`src/rtl/write_fsm_top.sv`:
```
`default_nettype none
// ============================================================================
// Module   : write_fsm_top
// Purpose  : Write-side sequencer. On start it accepts a programmed number
//            of valid/ready data beats and issues one registered memory
//            write per beat at base address + beat index (wrapping).
//            Optional feature macro: WRITE_FSM_ABORT_EN (adds abort_i).
// Revision : 1.0 - initial release
// ============================================================================
module write_fsm_top #(
  parameter int CNT_WIDTH  = 8,
  parameter int ADDR_WIDTH = 8,
  parameter int DATA_WIDTH = 32
) (
  input  logic                  clk,
  input  logic                  rst_n,
  input  logic                  start_i,
  input  logic [CNT_WIDTH-1:0]  cnt_val_i,
  input  logic [ADDR_WIDTH-1:0] base_addr_i,
`ifdef WRITE_FSM_ABORT_EN
  input  logic                  abort_i,
`endif
  input  logic                  wdata_valid_i,
  input  logic [DATA_WIDTH-1:0] wdata_i,
  output logic                  wdata_ready_o,
  output logic                  wr_en_o,
  output logic [ADDR_WIDTH-1:0] wr_addr_o,
  output logic [DATA_WIDTH-1:0] wr_data_o,
  output logic [CNT_WIDTH-1:0]  cnt_o,
  output logic                  idle_o,
  output logic                  run_o,
  output logic                  done_o
);

  typedef enum logic [1:0] {
    S_IDLE = 2'd0,
    S_RUN  = 2'd1,
    S_DONE = 2'd2
  } state_t;

  state_t                r_state;
  state_t                w_next_state;
  logic [CNT_WIDTH-1:0]  r_cnt;
  logic [CNT_WIDTH-1:0]  r_len;
  logic [ADDR_WIDTH-1:0] r_base;
  logic                  r_wr_en;
  logic [ADDR_WIDTH-1:0] r_wr_addr;
  logic [DATA_WIDTH-1:0] r_wr_data;
  logic                  w_abort;
  logic                  w_ready;
  logic                  w_accept;
  logic                  w_last_beat;
  logic                  w_start;

`ifdef WRITE_FSM_ABORT_EN
  assign w_abort = abort_i;
`else
  assign w_abort = 1'b0;
`endif

  // Abort gates ready combinationally so no beat slips in on the abort cycle.
  assign w_ready     = (r_state == S_RUN) && !w_abort;
  assign w_accept    = w_ready && wdata_valid_i;
  assign w_last_beat = (r_cnt == (r_len - CNT_WIDTH'(1)));
  assign w_start     = (r_state == S_IDLE) && start_i;

  // State register.
  always_ff @(posedge clk) begin
    if (!rst_n) begin
      r_state <= S_IDLE;
    end else begin
      r_state <= w_next_state;
    end
  end

  // Next-state decode.
  always_comb begin
    w_next_state = r_state;
    case (r_state)
      S_IDLE: begin
        if (start_i) begin
          w_next_state = (cnt_val_i == '0) ? S_DONE : S_RUN;
        end
      end
      S_RUN: begin
        if (w_abort || (w_accept && w_last_beat)) begin
          w_next_state = S_DONE;
        end
      end
      S_DONE:  w_next_state = S_IDLE;
      default: w_next_state = S_IDLE;
    endcase
  end

  // Transaction parameters, beat counter and registered write port.
  always_ff @(posedge clk) begin
    if (!rst_n) begin
      r_cnt     <= '0;
      r_len     <= '0;
      r_base    <= '0;
      r_wr_en   <= 1'b0;
      r_wr_addr <= '0;
      r_wr_data <= '0;
    end else begin
      r_wr_en <= 1'b0;
      if (w_start) begin
        r_len  <= cnt_val_i;
        r_base <= base_addr_i;
        r_cnt  <= '0;
      end
      if (w_accept) begin
        r_cnt     <= r_cnt + CNT_WIDTH'(1);
        r_wr_en   <= 1'b1;
        // Truncation to ADDR_WIDTH gives the intended silent wrap.
        r_wr_addr <= r_base + ADDR_WIDTH'(r_cnt);
        r_wr_data <= wdata_i;
      end
    end
  end

  assign wdata_ready_o = w_ready;
  assign wr_en_o       = r_wr_en;
  assign wr_addr_o     = r_wr_addr;
  assign wr_data_o     = r_wr_data;
  assign cnt_o         = r_cnt;
  assign idle_o        = (r_state == S_IDLE);
  assign run_o         = (r_state == S_RUN);
  assign done_o        = (r_state == S_DONE);

endmodule
`default_nettype wire

```
`config.mk`:
```
export PLATFORM = sky130hd
export DESIGN_NAME = write_fsm_top
export DESIGN_NICKNAME = d
export VERILOG_FILES = /design/src/rtl/write_fsm_top.sv
export SDC_FILE = /design/constraint.sdc
export NUM_CORES = 1
export LEC_CHECK = 0
export ABC_AREA = 0
export CAP_MARGIN = 40
export CORE_MARGIN = 5
export CORE_UTILIZATION = 40
export DETAILED_ROUTE_END_ITERATION = 10
export DONT_BUFFER_PORTS = 1
export GPL_TIMING_DRIVEN = 0
export MAX_ROUTING_LAYER = met4
export PLACE_DENSITY = 0.56
export REMOVE_ABC_BUFFERS = 1
export SLEW_MARGIN = 20
export SYNTH_ARGS = -nofsm -noshare
export SYNTH_HDL_FRONTEND = slang
export SYNTH_SLANG_ARGS = --single-unit
```
`constraint.sdc`:
```
create_clock -name clk -period 1.87 [get_ports clk]
set_input_delay 0.561 -clock clk [delete_from_list [all_inputs] [get_ports clk]]
set_output_delay 0.561 -clock clk [all_outputs]
set_load 0.01 [all_outputs]
```
==> run_results.csv, run 1 <==
group,metric,value,unit
worst_setup_path,worstRegToRegCells,7,
pwr,vdd_drop_max,0.000416,V
synthesis,synth_area_per_cell,7.89,sq um
place,hpwl,5240,um
pwr,power.internal,0.00272,W
grt,grt_use_met3,4.22,%
worst_setup_path,r2r_start,"r_len[0]",
final_layout,fin_nets,436,
final_layout,insertedDiodeCount,0,
status,outcome,"completed",
sta,max_freq,566,MHz
detailed_routing,drtIter0Drc,72,
pwr,leakagePower,1.23,nW
worst_setup_path,crit_required,2.11,ns
grt,antenna_found_initial,0,
worst_hold_path,min_path_type,"in2reg",
synthesis,synth_cells,376,
worst_hold_path,min-delay-start,"rst_n",
die,die_x,96.1,um
die,die_h,96.1,um
worst_setup_path,cp_max_fo,4,
detailed_routing,wl,7490,um
clock_tree,cts-buffers-inserted,9,
worst_setup_path,end_kind,"flop",
detailed_routing,wl_per_cell,15.7,um
final_layout,fill_cells,752,
clock_tree,clk_path_buf_depth,2,
pwr,p_switching,0.000925,W
worst_hold_path,holdPathEnd,"cnt_o[7]",
die,die_area,0.00924,sq mm
clock_tree,cts_tree,"yes",
synthesis,async_reset_ff_share,0,%
pwr,comb_power_share,12.1,%
place,place_ws,-0.470,ns
pwr,sw_frac_of_total,25.4,%
pwr,power_frac_seq,44.0,%
sta,slew_viol_final,0,
detailed_routing,ant_nets,0,
synthesis,synth_enable_flop_cells,0,
pwr,clkPwrFrac,43.9,%
clock_tree,htreeDepth,3,
die,core-area,0.00725,sq mm
place,gp_congestion,0.840,
grt,grt_pass1_wl,11500,um
detailed_routing,num_vias,2434,
worst_setup_path,regToRegSetupSlack,0.10,ns
grt,use_met2,26.4,%
die,io_pins,105,
worst_setup_path,path_class,"reg2reg",
detailed_routing,drc_errors,0,
grt,grt_max_degree,38,
final_layout,area_growth,17.0,%
clock_tree,cts-hold-fix-buffers,0,
sta,finalHoldViolations,0,
detailed_routing,viasPerCell,5.09,
synthesis,ys_ff_latch,67,
synthesis,synth_top_flop_cell,"dfxtp_1",
synthesis,ys_types,47,
sta,finalSetupViolations,0,
synthesis,syn_area,0.00297,sq mm
synthesis,ys_warn_count,0,
place,port_buffers,0,
sta,setup_ws,0.102,ns
sta,fin_crit_sh,94.6,%
sta,setup_tns,0,ns
sta,period_needed,1.77,ns
worst_setup_path,start_kind,"flop",
grt,grt_pass1_vias,2304,
sta,tightestPinTransition,0.526,ns
clock_tree,clkTransAtPathRegs,0.08,ns
clock_tree,clock-sinks,67,
final_layout,fin_util,47.9,%
grt,gr-usage-met1,20.1,%
clock_tree,clk_latency,0.34,ns
grt,grt_usage,16.7,%
worst_setup_path,rr_endpoint,"r_state[1]",
detailed_routing,firstDrtPassIters,4,
pwr,finalPower,0.00365,W
grt,overflow,0,
sta,slew_headroom,64.9,%
pwr,p_per_area,1050,mW/mm^2
worst_setup_path,cp.arrival,2.01,ns
die,initial_utilization,40.9,%
synthesis,yosysSeqAreaShare,45.2,%
final_layout,drive_gt1_share,15.6,%
die,num_rows,31,
job,cap_violations,0,
worst_hold_path,min_path_cells,1,
clock_tree,cts_root_buf,"clkbuf_8",
grt,grt_busiest_layer,"met2",
sta,fin_skew,0.00891,ns
[power groups by stage]
stage	sequential, W	clock, W	combinational, W
2_1_floorplan	0.00162	0	0.000294
3_3_place_gp	0.00163	0	0.000364
3_5_place_dp	0.00164	0	0.000401
4_1_cts	0.00161	0.00165	0.000428
5_1_grt	0.00162	0.00174	0.000497
6_report	0.00160	0.00160	0.000442
[placed cells by master, fill, tap and decap left out, types with 3 or more instances in the layout]
cell type	instances
a211oi_1	3
a21oi_1	58
and2_1	3
buf_4	6
bufinv_16	4
clkbuf_8	9
dfxtp_1	58
dfxtp_2	6
dfxtp_4	3
ha_1	6
inv_1	6
inv_2	3
mux2i_1	3
nand2_1	111
nand3_1	4
nor2_1	14
nor2b_1	3
nor3_1	5
nor4_1	5
o21ai_0	4
xnor2_1	10
[per-stage QoR]
step / cell area, sq um / hold slack (ns) / cells
global route: 3470 / 0.314 / 478
floorplan: 2870 / 0.440 / 352
detailed placement: 3070 / 0.451 / 456
finish: 3470 / 0.343 / 478
global placement: 2990 / 0.445 / 451
CTS: 3400 / 0.320 / 473
[synth_stat cells, drive strengths merged (2+ instances only)]
master	instances	area [sq um]
inv	9	33.8
buf	7	32.5
o211ai	2	15.0
a31oi	2	12.5
nor3b	3	22.5
nand3	4	20.0
nor4	6	37.5
ha	9	113
o22ai	2	12.5
mux2i	3	30.0
nand2	112	420
nor3	6	30.0
nor2	14	52.6
xor2	2	17.5
clkbuf	17	65.1
a21boi	2	15.0
and2	4	25.0
mux2	2	22.5
dfxtp	67	1340
nor2b	5	31.3
and3	2	12.5
a21oi	58	290
a211oi	3	22.5
xnor2	10	87.6
o21ai	6	30.0
o31ai	2	15.0
[layout make-up]
class                   instances  area, sq um  area share, %
multi-input cells             276         1570           45.2
inverters                       9         33.8          0.973
flip-flops and latches         67         1360           39.2
clock buffers                  10          128           3.68
well taps                      99          124           3.57
repair buffers                 11          123           3.53
clock inverters                 6          136           3.93
[worst max-delay path by stage]
stage / startpoint / slack, ns / cells after the start / end
2_1_floorplan: wdata_valid_i / -0.57 / 4 / wr_addr_o[5]
3_3_place_gp: wdata_valid_i / -1.35 / 5 / cnt_o[7]
3_5_place_dp: cnt_o[0] / -0.47 / 8 / wr_addr_o[6]
4_1_cts: cnt_o[0] / -0.001 / 8 / wr_addr_o[6]
5_1_grt: r_len[0] / -0.01 / 7 / r_state[1]
6_report: r_len[0] / 0.10 / 7 / r_state[1]
[layer usage]
metal  vias up  share of wire [%]
li1       1260                  -
met1      1116                 44
met2        51                 49
met3         7                5.7
met4         0                1.3
met5         -                  0
[state kept, by name (all words and copies together), names as in the netlist]
name       cells
wr_en_o        1
wr_data_o     32
r_base         8
cnt_o          8
r_len          8
wr_addr_o      8
r_state        2
[repair_timing]
action / CTS / global route
hold endpoints to repair: 0 / 0
buffers inserted: 1 / 5
resized for setup: 19 / 17
pin swaps: 2 / 6
endpoints found under the setup margin: 6 / 11
[cell families (layout without fill, tap and decap cells)]
| family | count (synthesis) | count (layout) | synth area share, % |
|---|---|---|---|
| AND/OR/NAND/NOR | 164 | 164 | 23.9 |
| AO/OA/AOI/OAI | 85 | 85 | 16.7 |
| flip-flops | 67 | 67 | 45.2 |
| buffers and inverters | 33 | 36 | 4.43 |
| XOR/XNOR | 12 | 12 | 3.54 |
| adder cells (fa/ha/maj) | 10 | 10 | 4.47 |
| multiplexers | 5 | 5 | 1.77 |
[worst max-delay path: stages, from the launching register on]
cell	delay, ns
dfxtp_2	0.34
inv_2	0.04
ha_2	0.16
nor3b_4	0.21
mux2_4	0.33
o22ai_2	0.15
o221ai_2	0.14
a2111oi_2	0.29
No activity file was read; power rests on OpenSTA's default activity.
==> run 2: changes to the inputs <==
- BUFFER_PORTS_ARGS: unset -> -buffer_cell sky130_fd_sc_hd__buf_4
- DONT_BUFFER_PORTS: 1 -> unset
- PLACE_DENSITY: 0.56 -> 0.69
==> run_results.csv, run 2 (synthesis results as in run 1) <==
group,metric,value,unit
status,outcome,"completed",
grt,antenna_found_initial,0,
detailed_routing,firstDrtPassIters,5,
worst_setup_path,path_class,"reg2reg",
sta,setup_tns,0,ns
final_layout,drive_gt1_share,33.3,%
sta,period_needed,1.82,ns
grt,grt_pass1_vias,2799,
sta,slew_headroom,51.5,%
clock_tree,cts-hold-fix-buffers,0,
sta,fin_skew,0.00541,ns
place,port_buffers,104,
clock_tree,cts_root_buf,"clkbuf_8",
die,io_pins,105,
detailed_routing,drtIter0Drc,116,
final_layout,fin_nets,543,
worst_setup_path,cp_max_fo,9,
place,gp_congestion,0.765,
grt,overflow,0,
final_layout,largest_reg_flops,32,
grt,grt_pass1_wl,12700,um
worst_setup_path,cp_slowest_cell,"dfxtp_1",
sta,fin_crit_sh,97.3,%
worst_hold_path,min_path_type,"reg2reg",
job,cap_violations,0,
final_layout,fin_cells,585,
pwr,leakagePower,1.75,nW
clock_tree,cts_tree,"yes",
clock_tree,cts-buffers-inserted,9,
die,initial_utilization,40.9,%
sta,slew_viol_final,0,
worst_setup_path,crit_buf_inv,0,
detailed_routing,wl_per_cell,13.8,um
grt,grt_max_degree,44,
sta,max_freq,549,MHz
pwr,p_per_area,816,mW/mm^2
place,hpwl,5730,um
sta,tightestPinTransition,0.726,ns
final_layout,final_common_cell,"buf_4",
detailed_routing,drc_errors,0,
final_layout,insertedDiodeCount,0,
detailed_routing,wl,8070,um
die,die_h,96.1,um
detailed_routing,num_vias,2879,
die,die_x,96.1,um
place,place_ws,-0.323,ns
worst_setup_path,path_cells,"or4b_1 -> mux2i_1 -> o221ai_2 -> a2111oi_2",
worst_setup_path,critPathMaxStageDelay,0.52,ns
worst_setup_path,cpLargestDelayFamily,"flip-flops",
die,num_rows,31,
sta,rsz0062_at_grt,"true",
sta,finalHoldViolations,0,
worst_setup_path,start_kind,"flop",
clock_tree,clk_latency,0.33,ns
grt,grt_usage,17.9,%
worst_setup_path,end_kind,"flop",
final_layout,mostFrequentLayoutCells,"113 x buf_4, 112 x nand2_1, 60 x dfxtp_1, 58 x a21oi_1, 14 x nor2_1",
clock_tree,clkTransAtPathRegs,0.08,ns
place,place_inst,560,
worst_setup_path,cp.arrival,2.05,ns
die,core-area,0.00725,sq mm
pwr,finalPower,0.00343,W
worst_setup_path,regToRegSetupSlack,0.05,ns
detailed_routing,viasPerCell,4.92,
clock_tree,clock-sinks,67,
die,die_area,0.00924,sq mm
pwr,vdd_drop_max,0.000330,V
detailed_routing,ant_nets,0,
sta,finalSetupViolations,0,
clock_tree,htreeDepth,3,
worst_setup_path,crit_required,2.10,ns
sta,setup_ws,0.0497,ns
clock_tree,clk_path_buf_depth,2,
final_layout,area_growth,41.6,%
[run 2: cell types whose count changed in the layout (fill, tap and decap cells not counted), sizes merged]
cell      change
clkbuf        -1
clkinv        +3
buf         +107
bufinv        -3
clkinvlp      +1
[run 2: per-layer routing]
| metal | wire, um | track usage [%] |
|---|---|---|
| met1 | 3300 | 20.0 |
| met2 | 4220 | 31.2 |
| met3 | 363 | 3.05 |
| met4 | 197 | 8.06 |
| met5 | 0 | - |
[run 2: stage by stage]
step / area [sq um] / util (%) / hold slack, ns
floorplan: 2870 / - / 0.440
global placement: 3770 / 52.0 / 0.443
detailed placement: 3860 / 53.2 / 0.447
CTS: 4150 / 57.2 / 0.444
global route: 4200 / 57.9 / 0.449
finish: 4200 / 57.9 / 0.454
[run 2: path summary, 6_finish.rpt]
| kind | startpoint | to | cells after the start |
|---|---|---|---|
| worst min register to register | wr_data_o[27] | wr_data_o[27] | 2 |
| worst max-delay path | cnt_o[5] | r_state[1] | 4 |
| worst min-delay path | wr_data_o[27] | wr_data_o[27] | 2 |
| worst max register to register | cnt_o[5] | r_state[1] | 4 |
[run 2: worst register-to-register path, stage by stage, from the launching register on]
cell       delay [ns]
dfxtp_1          0.52
or4b_1           0.48
mux2i_1          0.19
o221ai_2         0.16
a2111oi_2        0.36
[run 2: area by class of cell]
class / instances / area, sq um
flip-flops and latches: 67 / 1350
fillers: 685 / 3050
clock inverters: 7 / 76.3
inverters: 9 / 33.8
repair buffers: 118 / 933
multi-input cells: 276 / 1560
well taps: 99 / 124
clock buffers: 9 / 124
[run 2: repair_timing]
item / CTS / global route
pin swaps: 3 / 5
endpoints found under the setup margin: 5 / 8
resized for setup: 12 / 16
cloned: 0 / 0
setup buffers: 7 / 2
[run 2: power breakdown]
group / internal [W] / switching (W) / total, W
logic: 0.000324 / 0.000332 / 0.000656
clock network: 0.000622 / 0.000580 / 0.00120
registers: 0.00151 / 0.0000600 / 0.00157
total: 0.00246 / 0.000972 / 0.00343
